### config.mk
export PLATFORM = sky130hd
export DESIGN_NAME = ras_ctrl
export DESIGN_NICKNAME = d
export VERILOG_FILES = /design/src/rtl/ras_ctrl.sv
export SDC_FILE = /design/constraint.sdc
export NUM_CORES = 1
export LEC_CHECK = 0
export ABC_AREA = 0
export ABC_CLOCK_PERIOD_IN_PS = 6300
export CORE_MARGIN = 2
export CORE_UTILIZATION = 27
export CTS_CLUSTER_SIZE = 12
export DETAILED_ROUTE_END_ITERATION = 16
export HOLD_SLACK_MARGIN = 0.03
export PLACE_DENSITY = 0.94
export SYNTH_ARGS = -nofsm -noshare
export SYNTH_HDL_FRONTEND = slang
export SYNTH_SLANG_ARGS = --single-unit
### constraint.sdc
create_clock -name clk -period 6.3 [get_ports clk]
set_input_delay 1.26 -clock clk [delete_from_list [all_inputs] [get_ports clk]]
set_output_delay 1.26 -clock clk [all_outputs]
set_load 0.02 [all_outputs]
### src/rtl/ras_ctrl.sv
// ras_ctrl: sequencer between the fetch/decode front end and the return
// address stack. It turns accepted call/return/branch requests and in-order
// branch resolutions into stack strobes. It keeps the checkpoint count within
// MAX_BRANCHES and holds a two-cycle settle window after every close_valid.
// Popped addresses are returned one cycle after the pop.
// Optional build macro RAS_CTRL_STATS_EN adds saturating event counters.
module ras_ctrl #(
  parameter int WIDTH        = 32,
  parameter int MAX_BRANCHES = 16,
  parameter int CNT_W        = 5
) (
  input  logic             clk,
  input  logic             reset,
  input  logic             req_valid,
  output logic             req_ready,
  input  logic             req_push,
  input  logic             req_pop,
  input  logic             req_branch,
  input  logic [WIDTH-1:0] req_data,
  input  logic             res_valid,
  output logic             res_ready,
  input  logic             res_mispredict,
  output logic             rsp_valid,
  output logic [WIDTH-1:0] rsp_data,
  output logic             rsp_empty,
  output logic             ras_push,
  output logic             ras_pop,
  output logic             ras_branch,
  output logic             ras_close_valid,
  output logic             ras_close_invalid,
  output logic [WIDTH-1:0] ras_din,
  input  logic [WIDTH-1:0] ras_dout,
  input  logic             ras_empty,
  output logic [CNT_W-1:0] outstanding
`ifdef RAS_CTRL_STATS_EN
  ,
  output logic [31:0]      stat_empty_pops,
  output logic [31:0]      stat_mispredicts,
  output logic [31:0]      stat_branch_stalls
`endif
);

  typedef enum logic [1:0] {RUN, SETTLE1, SETTLE2, FLUSH} state_t;

  localparam logic [CNT_W-1:0] MAX_CNT = CNT_W'(MAX_BRANCHES);

  state_t           state_q, state_d;
  logic [CNT_W-1:0] outstanding_q, outstanding_d;
  logic             rsp_valid_q;
  logic             rsp_empty_q;

  logic             res_acc, mis_acc, ok_acc;
  logic             req_acc, branch_acc, branch_block, branch_stall;

  // Handshakes and stack strobes; reset forces every strobe low immediately
  always_comb begin
    res_ready         = !reset && (state_q == RUN) && (outstanding_q != '0);
    res_acc           = res_valid && res_ready;
    mis_acc           = res_acc && res_mispredict;
    ok_acc            = res_acc && !res_mispredict;
    // A branch at capacity is only allowed when a checkpoint closes this cycle
    branch_block      = req_branch && (outstanding_q == MAX_CNT) && !ok_acc;
    req_ready         = !reset && (state_q != FLUSH) && !mis_acc && !branch_block;
    req_acc           = req_valid && req_ready;
    branch_acc        = req_acc && req_branch;
    branch_stall      = req_valid && !reset && (state_q != FLUSH) && !mis_acc && branch_block;
    ras_push          = req_acc && req_push;
    ras_pop           = req_acc && req_pop;
    ras_branch        = branch_acc;
    ras_din           = ras_push ? req_data : '0;
    ras_close_valid   = ok_acc;
    ras_close_invalid = mis_acc;
  end

  // Next state and outstanding-branch count
  always_comb begin
    state_d       = state_q;
    outstanding_d = outstanding_q;
    unique case (state_q)
      SETTLE1: state_d = SETTLE2;
      SETTLE2: state_d = RUN;
      FLUSH:   state_d = RUN;
      default: state_d = RUN;
    endcase
    if (mis_acc) begin
      state_d       = FLUSH;
      outstanding_d = '0;
    end else begin
      if (ok_acc) state_d = SETTLE1;
      if (branch_acc && !ok_acc && (outstanding_q != MAX_CNT))
        outstanding_d = outstanding_q + CNT_W'(1);
      else if (ok_acc && !branch_acc && (outstanding_q != '0))
        outstanding_d = outstanding_q - CNT_W'(1);
    end
  end

  // Registered state, pop response and optional statistics
  always_ff @(posedge clk or posedge reset) begin
    if (reset) begin
      state_q            <= RUN;
      outstanding_q      <= '0;
      rsp_valid_q        <= 1'b0;
      rsp_empty_q        <= 1'b0;
`ifdef RAS_CTRL_STATS_EN
      stat_empty_pops    <= '0;
      stat_mispredicts   <= '0;
      stat_branch_stalls <= '0;
`endif
    end else begin
      state_q            <= state_d;
      outstanding_q      <= outstanding_d;
      rsp_valid_q        <= ras_pop;
      rsp_empty_q        <= ras_pop && ras_empty;
`ifdef RAS_CTRL_STATS_EN
      if (ras_pop && ras_empty && (stat_empty_pops != '1))
        stat_empty_pops <= stat_empty_pops + 32'd1;
      if (mis_acc && (stat_mispredicts != '1))
        stat_mispredicts <= stat_mispredicts + 32'd1;
      if (branch_stall && (stat_branch_stalls != '1))
        stat_branch_stalls <= stat_branch_stalls + 32'd1;
`endif
    end
  end

`ifndef RAS_CTRL_STATS_EN
  logic unused_stall;
  assign unused_stall = branch_stall;
`endif

  assign rsp_valid   = rsp_valid_q;
  assign rsp_empty   = rsp_empty_q;
  assign rsp_data    = rsp_valid_q ? ras_dout : '0;
  assign outstanding = outstanding_q;

endmodule

==> impl_metrics.prom, run 1 <==
# TYPE chip_impl_metric gauge
chip_impl_info{name="result_of_the_run",value="complete, no violations"} 1
chip_impl_info{name="most_common_cell_after_layout_fill_and_taps_aside",value="clkdlybuf4s50_1"} 1
chip_impl_info{name="cts_tree",value="built"} 1
chip_impl_metric{name="critical_path_peak_fanout",unit=""} 33
chip_impl_metric{name="drive_gt1_share",unit="%"} 3.082
chip_impl_metric{name="dp.final_hpwl",unit="um"} 4162
chip_impl_metric{name="clk_pin_slew",unit="ps"} 40
chip_impl_metric{name="power-per-cell-area",unit="mW/mm2"} 191.8
chip_impl_info{name="postSynth.topFlopCell",value="dfrtp_1"} 1
chip_impl_metric{name="via_count_of_the_first_global_routing_pass",unit=""} 1502
chip_impl_metric{name="drc",unit=""} 0
chip_impl_metric{name="initial_antenna_violation_count",unit=""} 0
chip_impl_metric{name="cp_data_required_time",unit="ps"} 5040
chip_impl_metric{name="number_of_i_o_pins",unit=""} 151
chip_impl_metric{name="synth-compound-area-share",unit="%"} 10.55
chip_impl_info{name="critPathSlowestCell",value="or4b_1"} 1
chip_impl_metric{name="critical_path_buf_inv_count",unit=""} 2
chip_impl_metric{name="ctsResizeCount",unit=""} 0
chip_impl_metric{name="insertedDiodeCount",unit=""} 0
chip_impl_metric{name="fin_skew",unit="ps"} 6.111
chip_impl_info{name="dominant_combinational_cell_family_by_area_after_synthesis",value="simple AND/OR/NAND/NOR gates"} 1
chip_impl_metric{name="synthAdderAreaFrac",unit="%"} 6.094
chip_impl_metric{name="layout_area_growth_over_synthesis",unit="%"} 135.3
chip_impl_metric{name="detail-route-antenna-nets",unit=""} 0
chip_impl_metric{name="io_buffers",unit=""} 150
chip_impl_metric{name="worstMarginPinSlew",unit="ps"} 671.6
chip_impl_metric{name="xor_xnor_cell_area_share_of_the_yosys_netlist",unit="%"} 1.523
chip_impl_metric{name="crit_path_max_incr_delay",unit="ps"} 630
chip_impl_metric{name="ys.warnings.count",unit=""} 0
chip_impl_metric{name="synth-edff-count",unit=""} 0
chip_impl_metric{name="clock_path_buffers",unit=""} 2
chip_impl_metric{name="dr.first_iter.drc_count",unit=""} 30
chip_impl_metric{name="grt_start_max_net_pins",unit=""} 34
chip_impl_info{name="hp-class",value="register to register"} 1
chip_impl_metric{name="drv_cap",unit=""} 0
chip_impl_metric{name="fin_crit_sh",unit="%"} 84.38
chip_impl_metric{name="number_of_h_tree_levels",unit=""} 1
chip_impl_metric{name="grt_pass1_wl",unit="um"} 7776
chip_impl_metric{name="filler_cell_count",unit=""} 342
chip_impl_metric{name="postSynth.asyncResetShare",unit="%"} 100.0
chip_impl_metric{name="grt_use_total",unit="%"} 19.78
chip_impl_metric{name="core.rowCount",unit=""} 23
chip_impl_metric{name="post_synth_num_cell_types",unit=""} 36
chip_impl_metric{name="vdd_drop_max",unit="mV"} 0.2018
chip_impl_info{name="cts_root_buf",value="clkbuf_8"} 1
chip_impl_metric{name="chipHeight",unit="um"} 69.26
chip_impl_metric{name="setup_violation_total_in_the_final_timing_report",unit=""} 0
chip_impl_metric{name="leakagePower",unit="nW"} 1.065
chip_impl_metric{name="timing.critical_path.arrival",unit="ps"} 4060
chip_impl_metric{name="gr_ovfl_total",unit=""} 0
chip_impl_metric{name="overall_die_width",unit="um"} 69.26
chip_impl_metric{name="dr_total_vias",unit=""} 1562
chip_impl_metric{name="post_synth_and_or_nand_nor_area_fraction",unit="%"} 49.62
chip_impl_metric{name="routabilityCongestion",unit=""} 0.8968
chip_impl_metric{name="cts_buffers",unit=""} 3
chip_impl_metric{name="post_synth_mux_area_share",unit="%"} 6.638
chip_impl_metric{name="core-area",unit="mm2"} 0.004058
chip_impl_info{name="kind_of_cell_with_the_highest_combined_delay_on_the_critical_path",value="simple AND/OR/NAND/NOR gates"} 1
chip_impl_metric{name="fmax",unit="MHz"} 188.1
chip_impl_metric{name="report.final.hold_viol_count",unit=""} 0
chip_impl_metric{name="finish.utilization",unit="%"} 66.67
chip_impl_metric{name="clock_insertion_delay_worst_skew",unit="ps"} 230
chip_impl_info{name="timing.critical_path.from_type",value="primary input"} 1
chip_impl_info{name="worst_path_most_repeated_cell",value="clkdlybuf4s50_1"} 1
chip_impl_metric{name="die_area",unit="mm2"} 0.004797
chip_impl_metric{name="timing.slew.headroom",unit="%"} 55.23
chip_impl_metric{name="mappedNetlistArea",unit="mm2"} 0.001150
chip_impl_info{name="endpoint_kind",value="primary output"} 1
chip_impl_metric{name="drt_first_pass_iters",unit=""} 4
chip_impl_metric{name="totalNegativeSetupSlack",unit="ps"} 0
chip_impl_metric{name="syn_nets",unit=""} 224
chip_impl_metric{name="routed_wl",unit="um"} 4833
chip_impl_metric{name="synthesis.area_per_instance",unit="um2"} 7.876
chip_impl_info{name="grt_setup_unrepaired",value="no"} 1
chip_impl_metric{name="syn_inst",unit=""} 146
chip_impl_info{name="commonest_cells_after_routing_fill_and_taps_aside",value="clkdlybuf4s50_1, and2_1, nor2_1"} 1
chip_impl_metric{name="nNetsFinal",unit=""} 371
chip_impl_metric{name="avgViaCountPerCell",unit=""} 4.567
chip_impl_metric{name="clkSinkCount",unit=""} 9
chip_impl_metric{name="synth-seq-area-share",unit="%"} 19.59
chip_impl_metric{name="start_util",unit="%"} 28.34
chip_impl_metric{name="hold_buffers",unit=""} 0
chip_impl_metric{name="slew_violations",unit=""} 0
chip_impl_metric{name="period_needed",unit="ps"} 5316
chip_impl_info{name="cp_cell_sequence",value="clkdlybuf4s50_1, or4b_1, mux2i_1, o31ai_2, nor2_4, and2_1, clkdlybuf4s50_1"} 1
chip_impl_metric{name="ys_seq_elements",unit=""} 9
chip_impl_info{name="critical_path_class",value="primary input to primary output"} 1
chip_impl_metric{name="post_cts.repair.setup_buffers",unit=""} 0
chip_impl_metric{name="route.detailed.wl_per_inst",unit="um"} 14.13
-- state kept, by name (all words and copies together) (netlist names) --
signal / flops
outstanding: 5
rsp_empty: 1
rsp_valid: 1
state_q: 2
-- worst reg2reg max path, delay by kind of cell, from the launching register on --
family                     cells  cell delay, ps
AOI/OAI and AO/OA              5            1050
and+or+nand+nor                3            1040
adders and majority gates      1             470
DFF                            1             460
-- through the flow --
stage	std cells	instance area [um2]	hold WS (ps)	power (W)	worst slack, ps
detailed placement	338	2660	549.0	0.0004531	970.9
floorplan	146	1150	509.8	0.0003019	2232
global placement	338	2660	547.0	0.0004429	1072
finish	342	2705	574.7	0.0005188	983.9
global route	342	2705	610.9	0.0005592	780.3
CTS	342	2705	559.1	0.0005234	972.9
-- power breakdown --
| group | switching [W] | internal [W] |
|---|---|---|
| clock | 0.0000216 | 0.0000440 |
| sequential | 0.0000378 | 0.0000774 |
| combinational | 0.000154 | 0.000184 |
| total | 0.000214 | 0.000305 |
-- cells by family after synthesis --
logic type                 count (synthesis)
adders and majority gates                  5
buffers and inverters                     12
muxes                                      6
and+or+nand+nor                           95
AOI/OAI and AO/OA                         17
DFF                                        9
xor gates and xnor gates                   2
-- synth_stat cells, drive strengths merged, types with 3 or more instances --
cell type,count,area share (%)
buf,5,3.7
a21oi,6,2.6
clkbuf,3,0.98
dfrtp,9,20
nor2,13,5.1
inv,4,1.3
and2,66,36
mux2,3,2.9
nand2,4,1.3
ha,4,4.4
nand3,3,1.3
-- per-layer routing --
metal / vias up / GRT usage [%] / part of all wire (%)
met2: 89 / 36.97 / 52
met1: 685 / 22.07 / 39
met5: - / 0 / 0
met3: 10 / 4.651 / 7.3
li1: 778 / - / -
met4: 0 / 5.664 / 1.9
-- area by class of cell --
class | instances | area [um2] | share of cell area [%]
Sequential cell | 9 | 225.2 | 8.326
Tap cell | 50 | 62.56 | 2.313
Inverter | 4 | 15.01 | 0.5550
Timing Repair Buffer | 150 | 1501 | 55.50
Multi-Input combinational cell | 125 | 855.8 | 31.64
Clock buffer | 4 | 45.04 | 1.665
-- path summary, 6_finish.rpt --
path / start / to / slack, ps / depth (start not counted)
min: state_q[1] / state_q[1] / 570 / 1
max reg2reg: outstanding[0] / outstanding[4] / 3160 / 9
max in group asynchronous: reset / rsp_empty / 4610 / 2
min in group asynchronous: reset / outstanding[4] / 1420 / 2
min reg2reg: state_q[1] / state_q[1] / 570 / 1
max: reset / ras_din[11] / 980 / 7
No activity file was read; power rests on OpenSTA's default activity.
==> inputs of run 2 (changes only) <==
--- a/config.mk
+++ b/config.mk
@@ -6,13 +6,13 @@
 export NUM_CORES = 1
 export LEC_CHECK = 0
 export ABC_AREA = 0
-export ABC_CLOCK_PERIOD_IN_PS = 6300
+export ABC_CLOCK_PERIOD_IN_PS = 4300
 export CORE_MARGIN = 2
-export CORE_UTILIZATION = 27
+export CORE_UTILIZATION = 23
 export CTS_CLUSTER_SIZE = 12
 export DETAILED_ROUTE_END_ITERATION = 16
 export HOLD_SLACK_MARGIN = 0.03
-export PLACE_DENSITY = 0.94
+export PLACE_DENSITY = 0.86
 export SYNTH_ARGS = -nofsm -noshare
 export SYNTH_HDL_FRONTEND = slang
 export SYNTH_SLANG_ARGS = --single-unit
==> constraint.sdc (replaced) <==
create_clock -name clk -period 4.3 [get_ports clk]
set_input_delay 0.86 -clock clk [delete_from_list [all_inputs] [get_ports clk]]
set_output_delay 0.86 -clock clk [all_outputs]
set_load 0.02 [all_outputs]
==> run 2 against run 1 <==
  * Combinational power increased by 52%
  * Worst setup slack got worse by 910 ps
  * Cell area increased by 4.5%
  * Largest power group unchanged
==> impl_metrics.prom, run 2 (synthesis results as in run 1) <==
# TYPE chip_impl_metric gauge
chip_impl_info{name="result_of_the_run",value="complete, no violations"} 1
chip_impl_metric{name="cp_data_required_time",unit="ps"} 3440
chip_impl_metric{name="cts_buffers",unit=""} 3
chip_impl_metric{name="die_area",unit="mm2"} 0.005581
chip_impl_metric{name="avgViaCountPerCell",unit=""} 4.325
chip_impl_metric{name="clk_pin_slew",unit="ps"} 40
chip_impl_metric{name="chipHeight",unit="um"} 74.71
chip_impl_metric{name="critical_path_peak_fanout",unit=""} 17
chip_impl_metric{name="worstRegToRegCells",unit=""} 10
chip_impl_metric{name="timing.critical_path.arrival",unit="ps"} 3370
chip_impl_metric{name="nNetsFinal",unit=""} 378
chip_impl_metric{name="drive_gt1_share",unit="%"} 5.686
chip_impl_metric{name="report.final.hold_viol_count",unit=""} 0
chip_impl_metric{name="routed_wl",unit="um"} 4937
chip_impl_metric{name="slew_violations",unit=""} 0
chip_impl_metric{name="period_needed",unit="ps"} 4226
chip_impl_metric{name="grt_start_max_net_pins",unit=""} 34
chip_impl_metric{name="number_of_h_tree_levels",unit=""} 1
chip_impl_info{name="critical_path_class",value="primary input to primary output"} 1
chip_impl_metric{name="gr_ovfl_total",unit=""} 0
chip_impl_metric{name="leakagePower",unit="nW"} 1.238
chip_impl_metric{name="overall_die_width",unit="um"} 74.71
chip_impl_metric{name="grt_use_total",unit="%"} 15.95
chip_impl_metric{name="clkSinkCount",unit=""} 9
chip_impl_metric{name="fin_crit_sh",unit="%"} 98.29
chip_impl_metric{name="setup_violation_total_in_the_final_timing_report",unit=""} 0
chip_impl_info{name="hold_path_startpoint",value="state_q[1]"} 1
chip_impl_info{name="r2r-end",value="outstanding[4]"} 1
chip_impl_metric{name="worst-r2r-setup-slack",unit="ps"} 1300
chip_impl_info{name="hp-class",value="register to register"} 1
chip_impl_info{name="commonest_cells_after_routing_fill_and_taps_aside",value="clkdlybuf4s50_1, and2_1, nor2_1"} 1
chip_impl_metric{name="clock_insertion_delay_worst_skew",unit="ps"} 220
chip_impl_metric{name="grt_pass1_wl",unit="um"} 6941
chip_impl_metric{name="largest_register_ffs",unit=""} 5
chip_impl_info{name="cts_tree",value="built"} 1
chip_impl_metric{name="detail-route-antenna-nets",unit=""} 0
chip_impl_metric{name="drt_first_pass_iters",unit=""} 4
chip_impl_metric{name="start_util",unit="%"} 24.03
chip_impl_info{name="timing.critical_path.from_type",value="primary input"} 1
chip_impl_info{name="r2r-start",value="outstanding[0]"} 1
chip_impl_metric{name="worst_hold_check_slack",unit="ps"} 567.9
chip_impl_metric{name="dr.first_iter.drc_count",unit=""} 37
chip_impl_metric{name="core.rowCount",unit=""} 25
chip_impl_metric{name="dp.final_hpwl",unit="um"} 4173
chip_impl_metric{name="finish.utilization",unit="%"} 59.09
chip_impl_metric{name="timing.slew.headroom",unit="%"} 56.64
chip_impl_metric{name="route.detailed.wl_per_inst",unit="um"} 13.49
chip_impl_metric{name="initial_antenna_violation_count",unit=""} 0
chip_impl_metric{name="dr_total_vias",unit=""} 1583
chip_impl_metric{name="insertedDiodeCount",unit=""} 0
chip_impl_metric{name="power-per-cell-area",unit="mW/mm2"} 273.8
chip_impl_metric{name="worstMarginPinSlew",unit="ps"} 650.4
chip_impl_metric{name="totalNegativeSetupSlack",unit="ps"} 0
chip_impl_metric{name="layout_area_growth_over_synthesis",unit="%"} 145.9
chip_impl_info{name="endpoint_kind",value="primary output"} 1
chip_impl_metric{name="fmax",unit="MHz"} 236.6
chip_impl_metric{name="core-area",unit="mm2"} 0.004786
chip_impl_info{name="most_common_cell_after_layout_fill_and_taps_aside",value="clkdlybuf4s50_1"} 1
chip_impl_metric{name="number_of_i_o_pins",unit=""} 151
chip_impl_metric{name="clock_path_buffers",unit=""} 2
chip_impl_info{name="cts_root_buf",value="clkbuf_8"} 1
chip_impl_metric{name="holdPathStages",unit=""} 1
chip_impl_metric{name="vdd_drop_max",unit="mV"} 0.1835
chip_impl_metric{name="via_count_of_the_first_global_routing_pass",unit=""} 1481
chip_impl_metric{name="drc",unit=""} 0
chip_impl_metric{name="drv_cap",unit=""} 0
chip_impl_info{name="min_delay_worst_endpoint",value="state_q[1]"} 1
chip_impl_metric{name="routabilityCongestion",unit=""} 0.7835
chip_impl_metric{name="io_buffers",unit=""} 150
chip_impl_metric{name="fin_skew",unit="ps"} 1.292
run 2: area by class of cell:
| type | count | area, um2 |
|---|---|---|
| timing repair buffer | 156 | 1579 |
| tap | 67 | 83.83 |
| inverter | 4 | 15.01 |
| fill | 435 | 1958 |
| multi-input combinational | 126 | 879.6 |
| clock buffer | 4 | 45.04 |
| sequential | 9 | 225.2 |
run 2: critical path, stage by stage:
cell and delay (ps):
clkdlybuf4s50_1 480, or4b_1 510, mux2i_2 210, o31ai_4 380
nor2_4 60, buf_12 150, and2_1 160, clkdlybuf4s50_1 550
run 2: worst max-delay path by stage:
| stage | startpoint | end | slack [ps] | depth (start not counted) |
|---|---|---|---|---|
| 2_1_floorplan | reset | ras_din[22] | 1030 | 7 |
| 4_1_cts | res_valid | ras_din[5] | -20 | 7 |
| 3_5_place_dp | res_valid | ras_din[5] | -80 | 7 |
| 5_1_grt | res_valid | ras_din[20] | -20 | 8 |
| 6_report | res_valid | ras_din[5] | 70 | 8 |
| 3_3_place_gp | res_valid | ras_din[14] | 30 | 7 |
run 2: timing repair:
| action | CTS | global route |
|---|---|---|
| buffers inserted | 0 | 1 |
| resized for setup | 1 | 10 |
| cloned | 1 | 0 |
| setup endpoints to repair | 32 | 33 |
| pin swaps | 1 | 2 |
| hold buffers | 0 | 0 |
run 2: power breakdown:
part	total, W	leakage, nW	internal (W)	switching, W
clock	0.0000921	0.0228	0.0000641	0.0000280
combinational	0.000513	1.10	0.000279	0.000235
sequential	0.000169	0.113	0.000114	0.0000552
total	0.000774	1.24	0.000456	0.000318
run 2: metal layers:
layer / wire length (um) / part of all wire, % / vias up / track usage [%]
met2: 2569 / 52 / 104 / 29.79
met3: 517 / 10 / 2 / 3.614
li1: - / - / 789 / -
met1: 1811 / 37 / 688 / 18.00
met5: 0 / 0 / - / 0
met4: 40 / 0.81 / 0 / 4.762
run 2: through the flow:
step / power (W) / std cells / instance area [um2] / setup WS, ps
floorplan: 0.0004424 / 146 / 1150 / 1032
global placement: 0.0006603 / 360 / 2719 / 28.76
detailed placement: 0.0006738 / 360 / 2719 / -80.31
CTS: 0.0007713 / 365 / 2775 / -20.88
global route: 0.0008374 / 366 / 2828 / -19.92
finish: 0.0007742 / 366 / 2828 / 73.69
==> inputs of run 3 (changes only) <==
--- a/config.mk
+++ b/config.mk
@@ -11,6 +11,7 @@
 export CORE_UTILIZATION = 23
 export CTS_CLUSTER_SIZE = 12
 export DETAILED_ROUTE_END_ITERATION = 16
+export GPL_TIMING_DRIVEN = 0
 export HOLD_SLACK_MARGIN = 0.03
 export PLACE_DENSITY = 0.86
 export SYNTH_ARGS = -nofsm -noshare
==> run 3 against run 2 <==
  * Total power is 0.23% higher
  * Sequential share of layout area down 0.17 points
  * Global-route usage grew 0.63 points
  * Maximum frequency is 1.3% higher
  * Worst hold slack improved by 29 ps
  * Utilization increased by 1.3 points
  * Register-to-register slack worse by 180 ps
  * Largest cell class unchanged
==> impl_metrics.prom, run 3 (synthesis results as in run 1) <==
# TYPE chip_impl_metric gauge
chip_impl_metric{name="cp_data_required_time",unit="ps"} 3440
chip_impl_metric{name="timing.critical_path.arrival",unit="ps"} 3310
chip_impl_metric{name="route.detailed.wl_per_inst",unit="um"} 13.81
chip_impl_metric{name="timing.slew.headroom",unit="%"} 54.50
chip_impl_metric{name="gr_ovfl_total",unit=""} 0
chip_impl_metric{name="routabilityCongestion",unit=""} 0.7999
chip_impl_metric{name="start_util",unit="%"} 24.03
chip_impl_metric{name="post_dp_cell_area",unit="mm2"} 0.002735
chip_impl_metric{name="clock_path_buffers",unit=""} 2
chip_impl_metric{name="slew_violations",unit=""} 0
chip_impl_metric{name="chipHeight",unit="um"} 74.71
chip_impl_metric{name="hold_buffers",unit=""} 0
chip_impl_metric{name="cts_buffers",unit=""} 3
chip_impl_metric{name="avgViaCountPerCell",unit=""} 4.514
chip_impl_metric{name="filler_cell_count",unit=""} 411
chip_impl_metric{name="io_buffers",unit=""} 150
chip_impl_metric{name="core-area",unit="mm2"} 0.004786
chip_impl_metric{name="clock_insertion_delay_worst_skew",unit="ps"} 230
chip_impl_metric{name="largest_register_ffs",unit=""} 5
chip_impl_info{name="critical_path_class",value="primary input to primary output"} 1
chip_impl_info{name="grt_setup_unrepaired",value="no"} 1
chip_impl_metric{name="design_area",unit="mm2"} 0.002889
chip_impl_metric{name="die_area",unit="mm2"} 0.005581
chip_impl_info{name="cts_root_buf",value="clkbuf_8"} 1
chip_impl_metric{name="detail-route-antenna-nets",unit=""} 0
chip_impl_info{name="hp-class",value="register to register"} 1
chip_impl_metric{name="routed_wl",unit="um"} 5081
chip_impl_metric{name="layout_area_growth_over_synthesis",unit="%"} 151.3
chip_impl_metric{name="report.final.hold_viol_count",unit=""} 0
chip_impl_metric{name="drt_first_pass_iters",unit=""} 5
chip_impl_metric{name="fmax",unit="MHz"} 239.6
chip_impl_metric{name="drive_gt1_share",unit="%"} 4.983
chip_impl_metric{name="drc",unit=""} 0
chip_impl_metric{name="grt_use_total",unit="%"} 16.59
chip_impl_metric{name="core.rowCount",unit=""} 25
chip_impl_metric{name="clkSinkCount",unit=""} 9
chip_impl_info{name="endpoint_kind",value="primary output"} 1
chip_impl_metric{name="leakagePower",unit="nW"} 1.681
chip_impl_metric{name="number_of_i_o_pins",unit=""} 151
chip_impl_metric{name="worst-r2r-setup-slack",unit="ps"} 1120
chip_impl_info{name="cts_tree",value="built"} 1
chip_impl_metric{name="grt_pass1_wl",unit="um"} 7320
chip_impl_metric{name="dp.final_hpwl",unit="um"} 4299
chip_impl_metric{name="dr_total_vias",unit=""} 1661
chip_impl_metric{name="worstMarginPinSlew",unit="ps"} 676.2
chip_impl_metric{name="fin_crit_sh",unit="%"} 97.05
chip_impl_metric{name="drv_cap",unit=""} 0
chip_impl_info{name="timing.critical_path.from_type",value="primary input"} 1
chip_impl_metric{name="grt_start_max_net_pins",unit=""} 11
chip_impl_metric{name="number_of_h_tree_levels",unit=""} 1
chip_impl_metric{name="final_setup_slack_of_the_worst_path",unit="ps"} 127.1
chip_impl_metric{name="post-place-ws",unit="ps"} -84.11
chip_impl_metric{name="overall_die_width",unit="um"} 74.71
chip_impl_metric{name="power-per-cell-area",unit="mW/mm2"} 268.6
chip_impl_metric{name="setup_violation_total_in_the_final_timing_report",unit=""} 0
chip_impl_info{name="most_common_cell_after_layout_fill_and_taps_aside",value="clkdlybuf4s50_1"} 1
chip_impl_metric{name="vdd_drop_max",unit="mV"} 0.2508
chip_impl_metric{name="nNetsFinal",unit=""} 380
chip_impl_metric{name="period_needed",unit="ps"} 4173
chip_impl_metric{name="fin_skew",unit="ps"} 0.3834
chip_impl_metric{name="insertedDiodeCount",unit=""} 0
chip_impl_metric{name="critical_path_peak_fanout",unit=""} 10
chip_impl_metric{name="dr.first_iter.drc_count",unit=""} 22
chip_impl_metric{name="clk_pin_slew",unit="ps"} 40
chip_impl_info{name="commonest_cells_after_routing_fill_and_taps_aside",value="clkdlybuf4s50_1, and2_1, dlymetal6s2s_1"} 1
chip_impl_metric{name="via_count_of_the_first_global_routing_pass",unit=""} 1644
chip_impl_metric{name="initial_antenna_violation_count",unit=""} 0
chip_impl_info{name="result_of_the_run",value="complete, no violations"} 1
[run 3: changes by cell type in the layout (fill, tap and decap cells not counted), sizes merged]
cell,before,now
clkdlybuf4s50,142,115
dlymetal6s2s,8,33
clkbuf,4,7
dlygate4sd2,0,2
nor2,14,13
[run 3: critical path, cell delays in order]
cell and delay (ps):
clkdlybuf4s50_1 490, or4b_1 430, buf_2 190, mux2i_2 190, o31ai_4 310, nor2_4 80
buf_4 150, buf_6 130, and2_1 150, dlygate4sd2_1 330
[run 3: metrics by stage]
stage                     hold slack [ps]  util [%]  TNS, ps  std cells  power [W]
after global routing                620.7     60.37        0        368  0.0008426
after CTS                           552.9     58.04   -679.4        367  0.0007742
final                               596.8     60.37        0        368  0.0007760
after floorplan                     509.8         -        0        146  0.0004424
after global placement              534.0     57.15   -17.86        363  0.0006568
after detailed placement            547.1     57.15    -1445        363  0.0006751
[run 3: final cells by class]
type / instances / area, um2 / share of cell area (%)
repair buffers: 151 / 1589 / 55.00
clock buffers: 4 / 45.04 / 1.559
plain buffers: 8 / 53.80 / 1.862
multi-input cells: 125 / 877.1 / 30.36
flip-flops and latches: 9 / 225.2 / 7.796
well taps: 67 / 83.83 / 2.902
inverters: 4 / 15.01 / 0.5197
[run 3: path summary, 6_finish.rpt]
| check | endpoint | cells after the start | from |
|---|---|---|---|
| max | ras_din[18] | 10 | res_valid |
| min | state_q[1] | 1 | state_q[1] |
| max reg2reg | outstanding[4] | 9 | outstanding[0] |
| min reg2reg | state_q[1] | 1 | state_q[1] |
| max in group asynchronous | outstanding[3] | 2 | reset |
| min in group asynchronous | state_q[0] | 2 | reset |
[run 3: per-layer routing]
metal / track usage, % / vias up / part of all wire (%)
met5: 0 / - / 0
met1: 18.06 / 765 / 35
met3: 3.347 / 6 / 9.5
met2: 31.96 / 97 / 55
met4: 5.159 / 0 / 1.3
li1: - / 793 / -
[run 3: repair_timing]
action,CTS,global route
pin swaps,1,2
setup endpoints to repair,29,34
resized for setup,2,36
buffers inserted,0,1
[run 3: power by group]
part	leakage, nW	internal [W]	switching, W
registers	0.113	0.000113	0.0000566
clock network	0.0228	0.0000645	0.0000325
logic	1.54	0.000273	0.000236
==> RTL change, RTL diff (settings of run 3) <==
Set the parameter `CNT_W` to 7 (it was 5).
--- a/src/rtl/ras_ctrl.sv
+++ b/src/rtl/ras_ctrl.sv
@@ -7,7 +7,7 @@
 module ras_ctrl #(
   parameter int WIDTH        = 32,
   parameter int MAX_BRANCHES = 16,
-  parameter int CNT_W        = 5
+  parameter int CNT_W        = 7
 ) (
   input  logic             clk,
   input  logic             reset,
Interface: changed (resized outstanding); port bits go from 151 to 153. The function was not compared with the original's and may differ.
==> RTL change against run 3 <==
- maximum frequency fell by 0.72%
- sequential cell count rose by 2
- routed wire length fell by 1.7%
- largest power group unchanged
- clock skew rose by 0.00096 ns
- total power rose by 9.3%
- design area fell by 0.22%
- non-clock buffer count did not move
- worst setup slack got worse by 0.030 ns
- critical path depth fell by 2
- critical path type unchanged
- die area rose by 3.8%
- cell count rose by 3.0%
- sequential power rose by 16%
- synthesized area rose by 4.0%
- highest routed layer unchanged
==> RTL change: results (changes against run 3) <==
stage,metric,value,unit,change
power_and_ir_drop,ir_drop,0.3673,mV,+46%
place,dpl.hpwl,4.243,mm,-1.3%
logic_synthesis,synth_xor_area_frac,0.02197,,+0.006733
logic_synthesis,synth_compound_area_frac,0.1203,,+0.01474
route,first_pass_iters,4,,-1
route,avgRoutedWirePerCell,13.18,µm,-4.6%
sta,hold_viol_final,0,,unchanged
power_and_ir_drop,p_per_area,294.3,nW/µm²,+9.6%
logic_synthesis,synthArstFlopShare,1.000,,unchanged
logic_synthesis,synthMuxAreaShare,0.008368,,-0.05801
cts,clockBufferDepth,2,,unchanged
logic_synthesis,ys_seq_area_frac,0.2301,,+0.03426
place,gp_congestion,0.8311,,+3.9%
logic_synthesis,synthTopCellsByCount,"65 x and2_1, 11 x dfrtp_1, 11 x nand2_1, 7 x inv_1",,
place,place_ws,-0.2102,ns,-0.1261 ns
cts,clk_pin_slew,0.05,ns,
global_route,grt_first_pass_wirelength,7.797,mm,+6.5%
sta,tns,0,ns,unchanged
place,placed_cells_incl_taps,375,,+3.3%
global_route,track_usage,0.1647,,-0.001216
layout,largest_reg_flops,7,,+2
power_and_ir_drop,power.leakage,1.357,nW,-19%
sta,fin_worst_skew,0.001348,ns,+0.0009648 ns
power_and_ir_drop,sequentialPowerShare,0.234,,+0.015
logic_synthesis,syn_inst,153,,+4.8%
power_and_ir_drop,powerClk,0.101,mW,+4%
place,placed_area,2805,µm²,+2.6%
layout,nFillCells,463,,+13%
logic_synthesis,syn_nets,233,,+4.0%
cts,cts_buffers,3,,unchanged
logic_synthesis,synthFlopType,dfrtp_1,,
outcome,status,completed,,
global_route,grt_max_degree,12,,+1
place,port_buffers,152,,+1.3%
logic_synthesis,yosysWarnings,0,,unchanged
sta,post-route-period-util,0.9775,,+0.006999
global_route,grt_pass1_vias,1562,,-5.0%
sta,relSlewSlack,0.6658,,+0.1208
route,viasPerCell,4.277,,-5.2%
critical_path,worst_ep_arrival_time,3.34,ns,+0.03 ns
logic_synthesis,ys_types,33,,-8.3%
critical_path,rrSetupSlack,0.91,ns,-0.21 ns
sta,hold_ws,0.5282,ns,-0.06856 ns
logic_synthesis,synth_area_leaders,"and2_1 34%, dfrtp_1 23%, ha_1 6.3%",,
power_and_ir_drop,p_int,0.4930,mW,+9.3%
route,routed_wl,4.994,mm,-1.7%
route,ant_nets,0,,unchanged
layout,diodes,0,,unchanged
layout,layout-drive-gt1-share,0.04207,,-0.007763
layout,fin_nets,390,,+2.6%
logic_synthesis,synthAdderAreaFrac,0.07950,,+0.01856
[RTL change: cell count changes after synthesis, moves of 3 or more]
| cell | delta |
|---|---|
| nand2_1 | +7 |
| nor2_1 | -5 |
| o31ai_1 | +4 |
| buf_6 | -3 |
| clkbuf_1 | +3 |
| inv_1 | +3 |
| mux2_1 | -3 |
| o21ai_0 | +3 |
[RTL change: path summary, 6_finish.rpt]
kind	depth (start not counted)	to	start
max	8	ras_din[15]	reset
min	1	state_q[1]$_DFF_PP0_	state_q[1]$_DFF_PP0_
max reg2reg	10	outstanding[6]$_DFFE_PP0P_	outstanding[1]$_DFFE_PP0P_
min reg2reg	1	state_q[1]$_DFF_PP0_	state_q[1]$_DFF_PP0_
max in group asynchronous	2	outstanding[4]$_DFFE_PP0P_	reset
min in group asynchronous	2	outstanding[1]$_DFFE_PP0P_	reset
[RTL change: cell type report]
type,instances,area [µm²],area share
Buffer,7,31.28,0.01085
Clock buffer,4,45.04,0.01563
Inverter,7,26.28,0.009115
Multi-Input combinational cell,128,873.3,0.3030
Sequential cell,11,275.3,0.09549
Tap cell,70,87.58,0.03038
Timing Repair Buffer,152,1544,0.5356
[RTL change: worst max-delay path: stages]
cell	delay, ns
clkdlybuf4s50_1	0.47
or4b_4	0.55
mux2i_1	0.17
o21ai_1	0.12
nor2_2	0.21
clkbuf_2	0.22
and2_1	0.14
clkdlybuf4s50_1	0.60
[RTL change: repair_timing]
action,4_1_cts,5_1_grt
setup endpoints to repair,30,23
pin swaps,1,0
resized for setup,7,12
endpoints found under the hold margin,0,0
[RTL change: layer usage]
layer  GRT usage  up-vias  part of all wire
met5           0        -                 0
met4     0.06000        0             0.022
met3     0.03910       10             0.075
met2      0.3000       78              0.50
met1      0.1866      719              0.40
li1            -      814                 -
